==> config.mk <==
export PLATFORM = sky130hd
export DESIGN_NAME = duty_slew
export DESIGN_NICKNAME = d
export VERILOG_FILES = /design/src/rtl/duty_slew.sv
export SDC_FILE = /design/constraint.sdc
export NUM_CORES = 1
export LEC_CHECK = 0
export BUFFER_PORTS_ARGS = -buffer_cell sky130_fd_sc_hd__buf_2
export CORE_MARGIN = 2
export CORE_UTILIZATION = 65
export CTS_CLUSTER_DIAMETER = 50
export DETAILED_ROUTE_END_ITERATION = 16
export PLACE_DENSITY_LB_ADDON = 0.05
export SKIP_CTS_REPAIR_TIMING = 1
export SLEW_MARGIN = 20
export SYNTH_ARGS = -nofsm -noshare
export SYNTH_HDL_FRONTEND = slang
export SYNTH_SLANG_ARGS = --single-unit
export TNS_END_PERCENT = 5
==> constraint.sdc <==
create_clock -name clk -period 13.8 [get_ports clk]
set_clock_uncertainty 0.1 [all_clocks]
set_input_delay 2.07 -clock clk [delete_from_list [all_inputs] [get_ports clk]]
set_output_delay 2.07 -clock clk [all_outputs]
set_load 0.03 [all_outputs]
==> src/rtl/duty_slew.sv <==
// Slew-rate limiter: ramps duty toward a registered target in STEP increments every PRESCALE clocks.
// Optional DUTY_SLEW_HOLD_EN adds a hold input that freezes the ramp while in UP/DN.
module duty_slew #(
  parameter int WIDTH    = 15,
  parameter int PRESCALE = 1024,
  parameter int STEP     = 64
) (
  input  logic             clk,
  input  logic             rst_n,
  input  logic [WIDTH-1:0] tgt,
  output logic [WIDTH-1:0] duty,
  output logic             busy,
  output logic             settled
`ifdef DUTY_SLEW_HOLD_EN
  ,
  input  logic             hold
`endif
);

  typedef enum logic [1:0] {IDLE, UP, DN} state_t;

  localparam logic [15:0]              PS_LAST = 16'(PRESCALE - 1);
  localparam logic signed [WIDTH+1:0]  STEP_S  = (WIDTH + 2)'(STEP);

  // Upward step saturating at the target; the extra bit keeps the sum from wrapping.
  function automatic logic [WIDTH-1:0] step_up(input logic [WIDTH-1:0] cur,
                                               input logic [WIDTH-1:0] lim);
    logic [WIDTH:0] sum;
    sum = {1'b0, cur} + STEP_S[WIDTH:0];
    if (sum > {1'b0, lim}) step_up = lim;
    else                   step_up = sum[WIDTH-1:0];
  endfunction

  // Downward step saturating at the target; signed headroom catches underflow below zero.
  function automatic logic [WIDTH-1:0] step_dn(input logic [WIDTH-1:0] cur,
                                               input logic [WIDTH-1:0] lim);
    logic signed [WIDTH+1:0] diff;
    diff = $signed({2'b00, cur}) - STEP_S;
    if (diff < $signed({2'b00, lim})) step_dn = lim;
    else                              step_dn = diff[WIDTH-1:0];
  endfunction

  state_t           state, state_d;
  logic [15:0]      presc, presc_d;
  logic [WIDTH-1:0] tgt_q;
  logic [WIDTH-1:0] duty_d;
  logic             settled_d;
  logic             busy_d;
  logic             frozen;

`ifdef DUTY_SLEW_HOLD_EN
  assign frozen = hold;
`else
  assign frozen = 1'b0;
`endif

  always_comb begin
    state_d   = state;
    presc_d   = presc;
    duty_d    = duty;
    settled_d = 1'b0;
    case (state)
      IDLE: begin
        presc_d = '0;
        if (tgt_q > duty)      state_d = UP;
        else if (tgt_q < duty) state_d = DN;
      end
      UP, DN: begin
        if (!frozen) begin
          if (presc == PS_LAST) begin
            presc_d = '0;
            duty_d  = (state == UP) ? step_up(duty, tgt_q) : step_dn(duty, tgt_q);
          end else begin
            presc_d = presc + 16'd1;
          end
        end
        // Exit checks look at the duty value about to be registered.
        if (duty_d == tgt_q) begin
          state_d   = IDLE;
          settled_d = 1'b1;
          presc_d   = '0;
        end else if (state == UP && tgt_q < duty_d) begin
          state_d = DN;
          presc_d = '0;
        end else if (state == DN && tgt_q > duty_d) begin
          state_d = UP;
          presc_d = '0;
        end
      end
      default: begin
        state_d = IDLE;
        presc_d = '0;
      end
    endcase
  end

  assign busy_d = (state_d != IDLE);

  always_ff @(posedge clk or negedge rst_n) begin
    if (!rst_n) begin
      state   <= IDLE;
      presc   <= '0;
      tgt_q   <= '0;
      duty    <= '0;
      busy    <= 1'b0;
      settled <= 1'b0;
    end else begin
      state   <= state_d;
      presc   <= presc_d;
      tgt_q   <= tgt;
      duty    <= duty_d;
      busy    <= busy_d;
      settled <= settled_d;
    end
  end

endmodule

==> impl_results.md <==
- Sequential fraction of the synthesis area: 30.8%
- Routability cong.: 1.00
- PwrDens: 87.2 nW/um^2
- FF+latch count, synth: 50
- Final wirelength: 9210 um
- CTS tree: yes
- Detailed placer's ending HPWL: 7220 um
- Non-Filler Instances: 549
- Row count: 28
- Worst path most repeated cell: ha_1
- Die Ht: 83.0 um
- All-Layer GR Usage: 27.5%
- HP Class: reg -> reg
- Wire per inst: 16.8 um
- Max IR drop VDD: 0.0000752 V
- Nets@finish: 550
- CTS Buffer Depth: 2
- Worst Tran Pin Value: 658 ps
- # DRC: 0
- Root Buffer: clkbuf_8
- Initial antenna violation count: 0
- Tcrit/Tclk final: 47.5%
- Worst EP required: 13920 ps
- Fin. max-slew vios: 0
- Most used DFF post-synth: dfrtp_1
- Area of the core: 5990 um^2
- Final hold vios: 0
- Xor/xnor cell area share of the yosys netlist: 5.83%
- Die width: 83.0 um
- Tmin final: 6550 ps
- WP buf/inv: 1
- Synthesized cell area: 4060 um^2
- GR Overflow Total: 0
- Worst-path clk slew: 100 ps
- Syn_nets: 524
- Post-Synth Adder-Cell Area: 18.5%
- CP Capture Type: flip-flop
- Num Clock Sinks: 50
- Largest net degree at the start of global routing: 51
- Simple-Gate Fraction of Synth Area: 19.0%
- Port Buffers: 33
- Count of flip-flops with a built-in enable after synthesis: 0
- Avg Vias per Cell: 6.19
- Post-synthesis compound-gate area fraction: 16.0%
- Die footprint: 6890 um^2
- CP Max Fanout: 14
- Placed Cells: 541
- Vias in the first global route: 3371
- Post-synthesis mux area share: 4.10%
- Antenna Nets Post-Route: 0
- TNS Setup: 0 ps
- Commonest non-fill, non-tap cell in the layout: ha_1
- # diodes: 0
- First-pass GRT wire length: 15400 um
- I/O pin cnt: 34
- Worst-Skew Late Latency: 310 ps
- Cells after Synth: 447
- Initial drt markers: 266
- Combinational family with the most area after synthesis: simple AND/OR/NAND/NOR gates
- CP Launch Type: flip-flop
- CTS Buf Count: 5
- Yosys warning total: 0
- Async set or reset register ratio after synthesis: 100%
- Post-synth cell types: 63
- Cell area after layout: 4340 um^2
- CP delay by family, top: simple AND/OR/NAND/NOR gates
- Leakage: 2.15 nW
- Fmax: 0.153 GHz
- Share of layout cells above drive strength 1: 12.4%
- WHS: 391 ps
- Area after DPL: 4240 um^2
- Critical Path AT: 6670 ps
- Status: completed
- Crit path largest cell delay: 590 ps
- Layout overhead on the synthesized area: 6.94%
- Most frequent cells in the layout: 60 x ha_1, 50 x dfrtp_1, 39 x inv_1
- Vias: 3397
- Mean Syn Cell Area: 9.07 um^2
- Slew headroom: 56.0%
- Initial cell density of the core: 67.7%
- Final setup viols: 0
- RSZ-0062 raised after global routing: no
- 1st-pass router iterations: 6
- Critical-path cell list: inv_1 -> ha_1 -> nor3b_1 -> nand3_1 -> nor3_1 -> xnor2_1 -> ha_1 -> and3_1 -> o211ai_1 -> a31o_2 -> a211oi_2 -> nor3_4 -> nand2_1 -> mux2i_1 -> ha_1 -> nor2b_1 -> o21ai_0 -> a21oi_1 -> o31a_1 -> o21ai_0 -> nand4_1 -> nor2_1
- Max stage delay cell, worst path: a211oi_2
- Number of max-cap violations: 0
- WS Path Type: reg -> reg
- H-tree Lvls: 2
cell usage after synthesis, types with 3 or more instances:
cell type  instances  area (um^2)
buf_2              4         20.0
inv_1             39          146
nor3_1            12         60.1
a21o_1            10         75.1
o21a_1             3         22.5
and3_1             9         56.3
a221o_1            3         30.0
ha_1              60          751
o21ai_0           16         80.1
xnor2_1           16          140
o22ai_1            3         18.8
a21oi_1           22          110
nor2b_1            7         43.8
o21bai_1           3         22.5
and2_1             5         31.3
nor2_1            35          131
nand2_1           26         97.6
o211ai_1           4         30.0
nand4_1           13         81.3
dfrtp_1           50         1250
mux2i_1           14          140
xor2_1            11         96.3
clkbuf_1           8         30.0
nand3_1           21          105
final timing paths:
path / startpoint / endpoint / slack, ps / cells past startpoint
max: duty[6] / presc[14] / 7250 / 22
min: presc[0] / presc[0] / 390 / 1
max reg2reg: duty[6] / presc[14] / 7250 / 22
min reg2reg: presc[0] / presc[0] / 390 / 1
max in group asynchronous: rst_n / presc[11] / 11440 / 2
min in group asynchronous: rst_n / tgt_q[0] / 1750 / 2
per-layer routing:
metal  global-route usage [%]  routed length (um)
met1                     34.8                3840
met5                        0                   0
met4                     12.2                 278
met3                     4.57                 550
met2                     46.4                4540
flip-flops by register name, indices dropped and copies added, names as in the netlist:
name and flops:
busy 1, duty 15, presc 16, settled 1, state 2, tgt_q 15
logic make-up after synthesis:
logic type,after synthesis
AOI/OAI and AO/OA,92
DFF,50
buffers and inverters,55
xor gates and xnor gates,27
muxes,16
adders and majority gates,60
and+or+nand+nor,147
stage by stage:
stage | setup WS, ps | power, mW | util (%)
after floorplan | 8060 | 0.257 | -
final | 7250 | 0.378 | 72.4
after global placement | 7720 | 0.284 | 70.8
after CTS | 7380 | 0.379 | 72.4
after detailed placement | 7400 | 0.287 | 70.8
after global routing | 6810 | 0.402 | 72.4
power by group:
part | internal, mW | leakage [nW] | switching (mW)
registers | 0.155 | 0.657 | 0.00865
logic | 0.0408 | 1.44 | 0.0828
clock network | 0.0377 | 0.0495 | 0.0530
layout make-up:
cell class / count / area (um^2)
Multi-Input combinational cell: 342 / 2570
Fill cell: 466 / 1650
Sequential cell: 50 / 1250
Timing Repair Buffer: 34 / 173
Inverter: 40 / 150
Tap cell: 75 / 93.8
Clock buffer: 5 / 68.8
Clock inverter: 3 / 26.3
Power figures use the tool's default switching activity.
